===== src/rtl/apb2lb_pkg.sv =====
// apb2lb_pkg -- shared definitions for the APB to local-bus bridge.
//   state_e      : bridge FSM state encoding (also exported for debug)
//   *_DEF        : default ADDR_W / DATA_W / TIMEOUT values
//   CNT_W        : timeout counter width (covers TIMEOUT up to 65535)
package apb2lb_pkg;

    typedef enum logic [1:0] {
        ST_IDLE = 2'd0,
        ST_WR   = 2'd1,
        ST_RD   = 2'd2,
        ST_RESP = 2'd3
    } state_e;

    localparam int ADDR_W_DEF  = 16;
    localparam int DATA_W_DEF  = 32;
    localparam int TIMEOUT_DEF = 255;
    localparam int CNT_W       = 16;

endpackage


===== src/rtl/apb2lb_tmo_cnt.sv =====
// apb2lb_tmo_cnt -- wait-cycle counter for the bridge timeout.
// Ports:
//   clk, rst_n : clock, synchronous active-low reset
//   clear      : zero the count (new transfer accepted)
//   enable     : one wait cycle elapses this clock
//   expired    : this enabled cycle is the TIMEOUT-th wait cycle
module apb2lb_tmo_cnt
    import apb2lb_pkg::*;
#(
    parameter int TIMEOUT = TIMEOUT_DEF
) (
    input  logic clk,
    input  logic rst_n,
    input  logic clear,
    input  logic enable,
    output logic expired
);

    localparam logic [CNT_W-1:0] LAST = CNT_W'(TIMEOUT - 1);

    logic [CNT_W-1:0] cnt;

    // The count after this cycle's increment would equal TIMEOUT.
    assign expired = enable && (cnt == LAST);

    always_ff @(posedge clk) begin
        if (!rst_n) begin
            cnt <= '0;
        end else if (clear) begin
            cnt <= '0;
        end else if (enable) begin
            cnt <= cnt + 1'b1;
        end
    end

endmodule


===== src/rtl/apb2lb_tmo.sv =====
// apb2lb_tmo -- APB slave to simple local-bus bridge with optional timeout.
// Optional feature: define APB2LB_TIMEOUT_EN to build the wait-cycle timeout
// (pslverr on expiry). Without it WR/RD wait forever and pslverr stays 0.
// Ports:
//   pclk, presetn                       : clock, sync active-low reset
//   psel, penable, pwrite, paddr,
//   pwdata, pstrb                       : APB request
//   prdata, pready, pslverr             : APB response (registered)
//   waddr, wdata, wstrb, wen, wready    : local write (wen held until wready)
//   raddr, ren, rdata, rvalid           : local read (ren single pulse)
//   fsm_state                           : current FSM state (debug)
// Local-bus handshake: a write completes on the edge where wen=1 and
// wready=1; a read completes on the first edge in RD with rvalid=1,
// including the edge that ends the ren pulse cycle.
module apb2lb_tmo
    import apb2lb_pkg::*;
#(
    parameter int ADDR_W  = ADDR_W_DEF,
    parameter int DATA_W  = DATA_W_DEF,
    parameter int STRB_W  = DATA_W / 8,
    parameter int TIMEOUT = TIMEOUT_DEF
) (
    input  logic              pclk,
    input  logic              presetn,
    input  logic              psel,
    input  logic              penable,
    input  logic              pwrite,
    input  logic [ADDR_W-1:0] paddr,
    input  logic [DATA_W-1:0] pwdata,
    input  logic [STRB_W-1:0] pstrb,
    output logic [DATA_W-1:0] prdata,
    output logic              pready,
    output logic              pslverr,
    input  logic              wready,
    output logic [ADDR_W-1:0] waddr,
    output logic [DATA_W-1:0] wdata,
    output logic [STRB_W-1:0] wstrb,
    output logic              wen,
    input  logic [DATA_W-1:0] rdata,
    input  logic              rvalid,
    output logic [ADDR_W-1:0] raddr,
    output logic              ren,
    output state_e            fsm_state
);

    state_e            state, state_n;
    logic [DATA_W-1:0] prdata_n, wdata_n;
    logic [ADDR_W-1:0] waddr_n, raddr_n;
    logic [STRB_W-1:0] wstrb_n;
    logic              pready_n, pslverr_n, wen_n, ren_n;
    logic              cnt_clear, cnt_en, expired;

    assign fsm_state = state;

`ifdef APB2LB_TIMEOUT_EN
    apb2lb_tmo_cnt #(
        .TIMEOUT(TIMEOUT)
    ) u_cnt (
        .clk    (pclk),
        .rst_n  (presetn),
        .clear  (cnt_clear),
        .enable (cnt_en),
        .expired(expired)
    );
`else
    assign expired = 1'b0;
    logic unused_cnt;
    assign unused_cnt = cnt_clear ^ cnt_en ^ (TIMEOUT == 0);
`endif

    always_comb begin
        state_n   = state;
        prdata_n  = prdata;
        waddr_n   = waddr;
        raddr_n   = raddr;
        wdata_n   = wdata;
        wstrb_n   = wstrb;
        pready_n  = 1'b0;
        pslverr_n = 1'b0;
        wen_n     = 1'b0;
        ren_n     = 1'b0;
        cnt_clear = 1'b0;
        cnt_en    = 1'b0;
        case (state)
            ST_IDLE: begin
                if (psel && !penable) begin
                    waddr_n   = paddr;
                    raddr_n   = paddr;
                    wdata_n   = pwdata;
                    wstrb_n   = pstrb;
                    cnt_clear = 1'b1;
                    state_n   = pwrite ? ST_WR : ST_RD;
                    wen_n     = pwrite;
                    ren_n     = !pwrite;
                end
            end
            ST_WR: begin
                cnt_en = 1'b1;
                if (wready || expired) begin
                    // A handshake on the expiry cycle still counts as success.
                    state_n   = ST_RESP;
                    pready_n  = 1'b1;
                    pslverr_n = !wready;
                    prdata_n  = '0;
                end else begin
                    wen_n = 1'b1;
                end
            end
            ST_RD: begin
                cnt_en = 1'b1;
                if (rvalid) begin
                    state_n  = ST_RESP;
                    pready_n = 1'b1;
                    prdata_n = rdata;
                end else if (expired) begin
                    state_n   = ST_RESP;
                    pready_n  = 1'b1;
                    pslverr_n = 1'b1;
                    prdata_n  = '0;
                end
            end
            ST_RESP: begin
                state_n = ST_IDLE;
            end
            default: begin
                state_n = ST_IDLE;
            end
        endcase
    end

    always_ff @(posedge pclk) begin
        if (!presetn) begin
            state   <= ST_IDLE;
            prdata  <= '0;
            pready  <= 1'b0;
            pslverr <= 1'b0;
            waddr   <= '0;
            raddr   <= '0;
            wdata   <= '0;
            wstrb   <= '0;
            wen     <= 1'b0;
            ren     <= 1'b0;
        end else begin
            state   <= state_n;
            prdata  <= prdata_n;
            pready  <= pready_n;
            pslverr <= pslverr_n;
            waddr   <= waddr_n;
            raddr   <= raddr_n;
            wdata   <= wdata_n;
            wstrb   <= wstrb_n;
            wen     <= wen_n;
            ren     <= ren_n;
        end
    end

endmodule

===== config.mk =====
export PLATFORM = sky130hd
export DESIGN_NAME = apb2lb_tmo
export DESIGN_NICKNAME = d
export VERILOG_FILES = /design/src/rtl/apb2lb_pkg.sv /design/src/rtl/apb2lb_tmo_cnt.sv /design/src/rtl/apb2lb_tmo.sv
export SDC_FILE = /design/constraint.sdc
export NUM_CORES = 1
export LEC_CHECK = 0
export CAP_MARGIN = 10
export CORE_MARGIN = 8
export CORE_UTILIZATION = 40
export CTS_CLUSTER_SIZE = 28
export DETAILED_ROUTE_END_ITERATION = 7
export GPL_TIMING_DRIVEN = 0
export PLACE_DENSITY = 0.86
export SLEW_MARGIN = 30
export SYNTH_ARGS = -nofsm -noshare
export SYNTH_HDL_FRONTEND = slang
export SYNTH_HIERARCHICAL = 1
export SYNTH_SLANG_ARGS = --single-unit
export TNS_END_PERCENT = 50

===== constraint.sdc =====
create_clock -name pclk -period 2.5 [get_ports pclk]
set_input_delay 0.5 -clock pclk [delete_from_list [all_inputs] [get_ports pclk]]
set_output_delay 0.5 -clock pclk [all_outputs]
set_load 0.02 [all_outputs]

Word-level counts from Yosys, hierarchy flattened
Cells that the tools add are included.
{"block": "word_totals", "word_cells": 40, "ff_bits": 90, "out_inout_bits": 106, "input_bits": 91}
{"block": "op_classes", "n_eq_ne": 6, "reduce_logical": 11, "muxes": 14}
{"operator": "2-to-1 mux 32 bit", "n": 2}
{"operator": "case mux 32 bit (2 select lines)", "n": 1}
{"operator": "AND reduction 3 bit", "n": 4}
{"operator": "2-to-1 mux 2 bit", "n": 4}
{"operator": "case mux 2 bit (4 select lines)", "n": 1}
{"operator": "!= test 2 bit (second input constant)", "n": 3}
{"operator": "equality test 2 bit (second input constant)", "n": 2}
{"operator": "2-to-1 mux 1 bit", "n": 4}
{"operator": "case mux 1 bit (2 select lines)", "n": 2}
{"operator": "zero test 1 bit", "n": 3}
{"operator": "equality test 2 x 1 -> 1 bit (second input constant)", "n": 1}
{"operator": "zero test 2 bit", "n": 1}
{"operator": "AND reduction 2 bit", "n": 1}
{"operator": "nonzero test 2 bit", "n": 1}
{"operator": "logical AND 1 bit", "n": 1}

Logic depth before layout (Yosys ltp)
Gate-level depths: netlist of the first run.
{"block": "logic_depth", "depth_word": 4, "mapped_depth": 7, "mapped_depth_nobuf": 5}

Worst setup path before layout of the first run
OpenSTA, ideal clock, no wires.
{"block": "synth_timing", "path_type": "register to register", "from": "register state[1], in the netlist fsm_state[1]", "to": "register prdata[0]", "path_buffers": 1, "required_time_ns": 2.441, "t_arrival_ns": 1.558, "period_less_slack_ns": 1.617, "setup_ns": 0.059, "path_stages_with_launch": 7, "setup_slack_ns": 0.883, "path_cell_list": "dfxtp_1 > inv_1 > ha_1 > or2_1 > a31oi_4 > buf_6 > a22o_1"}
{"block": "synth_via", "elab_chain_cells": 3, "word_cells_on_any_way": 7, "classes_between": "4 x eq/ne; 1 x mux; 2 x reduce/logical"}
{"item": "from (decl)", "line": "apb2lb_tmo.sv:46", "rtl": "state_e state, state_n;"}
{"item": "from (signal assigned)", "line": "apb2lb_tmo.sv:144", "rtl": "state <= state_n;"}
{"item": "equality test 2 bit / equality test 2 x 1 -> 1 bit (equally long branches)", "line": "apb2lb_tmo.sv:84", "rtl": "case (state)"}
{"item": "!= test 2 bit (no source line) / nonzero test 2 bit (equally long branches)"}
{"item": "AND reduction 3 bit (no source line)"}
{"item": "to (signal assigned)", "line": "apb2lb_tmo.sv:145", "rtl": "prdata <= prdata_n;"}
{"item": "to (decl)", "line": "apb2lb_tmo.sv:31", "rtl": "output logic [DATA_W-1:0] prdata,"}
Parallel ways exist; a longest one is shown, timed or not.
A chain may end at the register's enable or synchronous reset.

==> impl_metrics.yaml, run 1 <==
outcome:
  outcome: "complete, no violations"
floorplan:
  fp.dieW_um: 105.9
  num_rows: 32
  die_area_mm2: 0.01120
  core_mm2: 0.007767
  initial_core_util_pct: 41.58
  die_y_um: 105.9
  ioPinCount: 197
clock_network:
  numCtsBuffers: 9
  cts_tree: "done"
  insertion_delay_ps: 350
  cts-root-buf: "clkbuf_8"
  cts_resized: 0
  cts.clk_slew.worst_paths_ps: 100
  h-tree-depth: 3
  clock_sinks: 90
  postCtsSetupBuffers: 0
  clockBufferDepth: 2
  cts_hold_buf: 0
timing:
  layout_min_cycle_time_ps: 1954
  finClkSkew_ps: 14.08
  fin_crit_sh_pct: 78.17
  drv_slew: 0
  finalSetupViolCount: 0
  setup_tns_ps: 0
  hold_violations: 0
  rsz0062_at_grt: "false"
  timing.fmax_mhz: 511.7
yosys:
  netlist_instances: 349
  syn_avg_cell_area_um2: 9.253
  synthSimpleGateAreaFrac_pct: 15.27
  yosysSeqAreaShare_pct: 55.79
  synth_nets: 443
  synthArstFlopShare_pct: 0
  ys_types: 26
  synth_compound_area_share_pct: 18.33
  synth_edf_count: 0
  synth_mux_area_share_pct: 0.6199
  synth_top_family_by_area: "compound AO/OA/AOI/OAI gates"
  synth_xor_area_share_pct: 0
  yosysWarnings: 6
  ys_ff_latch: 90
  synthAdderAreaFrac_pct: 1.162
  synthFlopType: "dfxtp_1"
  synth_area_mm2: 0.003229
cells_and_area:
  design_area_mm2: 0.005502
  final_cell_mix: "clkdlybuf4s50_1 (196), nand2_1 (108), dfxtp_1 (90), a21oi_1 (53), a22o_1 (32)"
  nFillCells: 608
  diodes: 0
  final_nets: 650
  drive_gt1_share_pct: 8.556
  utilization_pct: 70.83
  final_common_cell: "clkdlybuf4s50_1"
  syn2layout_area_growth_pct: 70.36
routing:
  drc: 0
  via_per_inst: 4.736
  route.met2.wl_mm: 5.411
  ant_nets: 0
  first_iter_violations: 78
  wl_met3_mm: 1.209
  met1_length_mm: 4.153
  wirelength_mm: 10.87
  top_layer: "met4"
  vias: 3140
  wl_per_cell_um: 16.39
  firstDrtPassIters: 4
grt:
  antenna_found_initial: 0
  grt_start_max_net_pins: 18
  grt_usage_pct: 18.83
  first_global_vias: 3250
  grt.overflow.total: 0
  grt_pass1_wl_mm: 17.13
pwr:
  switching_share_pct: 34.66
  p_int_mw: 2.785
  vdd_ir_drop_max_uv: 402.4
  p_leak_nw: 2.082
  p_per_area_mw_per_mm2: 774.6
  combPwrFrac_pct: 37.8
  switching_power_mw: 1.477
  seq_power_share_pct: 40.5
  clockPowerShare_pct: 21.7
setup_path:
  worstPathRequired_ps: 2000
  slowest_delay_ps: 610
  crit_type: "reg -> out"
  worstPathMaxFanout: 3
  cp_cell_sequence: "buf_4 > clkdlybuf4s50_1"
  end_kind: "primary output"
  cp_slowest_cell: "clkdlybuf4s50_1"
  start_kind: "flop"
  worst-endpoint-arrival_ps: 1450
placement:
  portBuffers: 196
  dpl-instance-area_mm2: 0.005319
  place_congestion: 0.7163
  hpwl_mm: 8.505
run:
  cap_violations: 0
worst_hold_path:
  hp-class: "reg -> reg"
## per-layer routing
metal  up-vias  GRT usage, %
met4         0         5.126
met2       132         33.42
li1       1561             -
met3        11         9.622
met1      1436         18.95
met5         -             0
## cell families (layout without fill, tap and decap cells)
kind of cell | count (synthesis) | in the layout
buffers and inverters | 43 | 255
AOI/OAI and AO/OA | 90 | 90
adders and majority gates | 3 | 3
DFF | 90 | 90
muxes | 2 | 2
and+or+nand+nor | 120 | 120
other | 1 | 1
## state kept, by name (all words and copies together) (netlist names)
register	count
pready	1
ren	1
raddr	16
wstrb	4
wdata	32
pslverr	1
fsm_state	2
wen	1
prdata	32
## cell type report
type,instances,area [µm²],area share (%)
buffer,39,266.5,4.844
clock buffer,9,123.9,2.252
clock inverter,7,58.81,1.069
inverter,4,15.01,0.2729
multi-input combinational,216,1146,20.83
sequential,90,1802,32.75
tap,102,127.6,2.320
timing repair buffer,196,1962,35.66
## through the flow
stage | total power [mW] | cells | setup WS [ps] | hold WS (ps)
after floorplan | 2.632 | 349 | 883.1 | 534.5
after global routing | 4.505 | 663 | 473.7 | 476.7
after detailed placement | 3.377 | 647 | 425.2 | 447.4
after CTS | 4.313 | 663 | 500.1 | 460.3
final | 4.261 | 663 | 545.7 | 457.6
after global placement | 3.330 | 647 | 486.2 | 441.7
## synthesized netlist by cell type, types with 2 or more instances
cell / n / area share [%]
clkbuf_1: 10 / 1.2
nor2b_1: 3 / 0.58
o21ai_0: 2 / 0.31
inv_1: 4 / 0.46
buf_4: 16 / 3.7
dfxtp_1: 90 / 56
buf_2: 6 / 0.93
a22o_1: 32 / 8.7
buf_6: 7 / 2.4
a21oi_1: 53 / 8.2
mux2i_1: 2 / 0.62
nand2_1: 108 / 13
ha_1: 3 / 1.2
## power by group through the flow
stage / registers [mW] / clock network, mW / logic (mW)
2_1_floorplan: 1.97 / 0 / 0.662
3_3_place_gp: 1.75 / 0 / 1.58
3_5_place_dp: 1.76 / 0 / 1.62
4_1_cts: 1.73 / 0.960 / 1.62
5_1_grt: 1.75 / 1.02 / 1.73
6_report: 1.73 / 0.924 / 1.61
## final timing paths
path                              startpoint   endpoint  slack (ps)  cells after the start
worst min-delay path               wdata[24]  wdata[24]         460                      2
worst max register to register  fsm_state[1]  raddr[14]         720                      6
worst min register to register     wdata[24]  wdata[24]         460                      2
worst max-delay path                raddr[7]   waddr[7]         550                      2
## worst max-delay path: cells and delay by family, from the launching register on
kind	cells	cell delay [ps]
buffers and inverters	2	730
flip-flops	1	380
(Power assumes the default switching activity.)
==> run 2: changes to the inputs <==
--- a/config.mk
+++ b/config.mk
@@ -7,11 +7,11 @@
 export LEC_CHECK = 0
 export CAP_MARGIN = 10
 export CORE_MARGIN = 8
-export CORE_UTILIZATION = 40
+export CORE_UTILIZATION = 33
 export CTS_CLUSTER_SIZE = 28
 export DETAILED_ROUTE_END_ITERATION = 7
 export GPL_TIMING_DRIVEN = 0
-export PLACE_DENSITY = 0.86
+export PLACE_DENSITY = 0.76
 export SLEW_MARGIN = 30
 export SYNTH_ARGS = -nofsm -noshare
 export SYNTH_HDL_FRONTEND = slang
==> constraint.sdc (replaced) <==
create_clock -name pclk -period 1.6 [get_ports pclk]
set_input_delay 0.32 -clock pclk [delete_from_list [all_inputs] [get_ports pclk]]
set_output_delay 0.32 -clock pclk [all_outputs]
set_load 0.02 [all_outputs]
==> impl_metrics.yaml, run 2 (synthesis results as in run 1) <==
grt:
  antenna_found_initial: 0
  first_global_vias: 3248
  grt_pass1_wl_mm: 16.50
  grt.overflow.total: 0
  grt_start_max_net_pins: 17
  grt_usage_pct: 15.66
timing:
  finalSetupViolCount: 0
  layout_min_cycle_time_ps: 1546
  hold_violations: 0
  timing.fmax_mhz: 646.9
  fin_crit_sh_pct: 96.61
  hold_slack_ps: 454.6
  drv_slew: 0
  finClkSkew_ps: 14.53
routing:
  wirelength_mm: 10.72
  first_iter_violations: 112
  via_per_inst: 4.511
  ant_nets: 0
  firstDrtPassIters: 6
  vias: 3167
  wl_per_cell_um: 15.28
  drc: 0
placement:
  place_congestion: 0.7420
  portBuffers: 196
  hpwl_mm: 8.255
  placedCellCount: 678
cells_and_area:
  utilization_pct: 58.24
  drive_gt1_share_pct: 12.13
  nFillCells: 914
  final_cell_mix: "nand2_1 (108), dlygate4sd2_1 (106), clkdlybuf4s50_1 (90), dfxtp_1 (88), a21oi_1 (53)"
  final_nets: 658
  largestRegisters: "prdata x32, wdata x32, raddr x16"
  stdcell_count: 702
  final_common_cell: "nand2_1"
  diodes: 0
  syn2layout_area_growth_pct: 73.85
clock_network:
  cts_tree: "done"
  cts_hold_buf: 0
  numCtsBuffers: 9
  clockBufferDepth: 2
  insertion_delay_ps: 350
  cts-root-buf: "clkbuf_8"
  clock_sinks: 90
  h-tree-depth: 3
  cts.clk_slew.worst_paths_ps: 90
pwr:
  p_per_area_mw_per_mm2: 1245
  vdd_ir_drop_max_uv: 590.2
  p_leak_nw: 2.632
setup_path:
  worstPathMaxFanout: 6
  end_kind: "flop"
  crit_type: "reg -> reg"
  worstRegToRegCells: 7
  worstPathRequired_ps: 1890
  worst-endpoint-arrival_ps: 1840
  start_kind: "flop"
floorplan:
  initial_core_util_pct: 33.50
  fp.dieW_um: 114.9
  die_area_mm2: 0.01321
  core_mm2: 0.009639
  die_y_um: 114.9
  ioPinCount: 197
  num_rows: 36
worst_hold_path:
  hold_depth: 2
  hp-class: "reg -> reg"
outcome:
  outcome: "complete, no violations"
run:
  cap_violations: 0
## run 2: changes by cell type in the layout (fill, tap and decap cells not counted), sizes merged
cell / previous run / this run
inv: 9 / 5
clkinv: 1 / 2
bufinv: 0 / 2
dlygate4sd2: 0 / 106
clkinvlp: 1 / 2
clkdlybuf4s50: 196 / 90
buf: 29 / 36
clkbuf: 19 / 20
## run 2: metal layers
| metal | global-route usage [%] | share of wire [%] |
|---|---|---|
| met5 | 0 | 0 |
| met4 | 5.429 | 1.2 |
| met3 | 7.143 | 11 |
| met2 | 27.01 | 50 |
| met1 | 16.54 | 39 |
## run 2: layout make-up
type | instances | area (µm²) | share of cell area [%]
plain buffers | 39 | 291.5 | 5.193
clock buffers | 9 | 123.9 | 2.206
clock inverters | 7 | 98.84 | 1.761
inverters | 4 | 18.77 | 0.3343
multi-input cells | 216 | 1184 | 21.08
flip-flops and latches | 90 | 1809 | 32.23
well taps | 133 | 166.4 | 2.964
repair buffers | 204 | 1922 | 34.23
## run 2: critical path, stage by stage (launching register included)
cell	delay (ps)
dfxtp_4	380
inv_2	60
ha_4	170
or2_1	250
a31oi_4	240
buf_12	150
buf_4	130
a22o_1	120
## run 2: final timing paths
path              slack (ps)        end          from
setup / recovery          50  prdata[3]  fsm_state[1]
hold / removal           450  wdata[29]     wdata[29]
setup reg to reg          50  prdata[3]  fsm_state[1]
hold reg to reg          450  wdata[29]     wdata[29]
## run 2: power by group
group / switching, mW / internal (mW)
registers: 0.167 / 2.54
logic: 1.34 / 1.21
clock network: 0.831 / 0.892
total: 2.34 / 4.65
## run 2: timing repair
action | CTS | global route
gates cloned | 0 | 3
setup endpoints to repair | 178 | 81
gates resized for setup | 112 | 27
buffers inserted | 1 | 4
pin swaps | 2 | 2
## run 2: stage by stage
step / setup TNS [ps] / setup WS [ps] / instance area (µm²) / total power, mW
floorplan: 0 / 3.883 / 3231 / 4.116
global placement: -19000 / -265.9 / 5359 / 5.210
detailed placement: -22670 / -329.1 / 5359 / 5.273
CTS: 0 / 7.106 / 5478 / 6.801
global route: -0.1983 / -0.1983 / 5614 / 7.417
finish: 0 / 54.27 / 5614 / 6.988
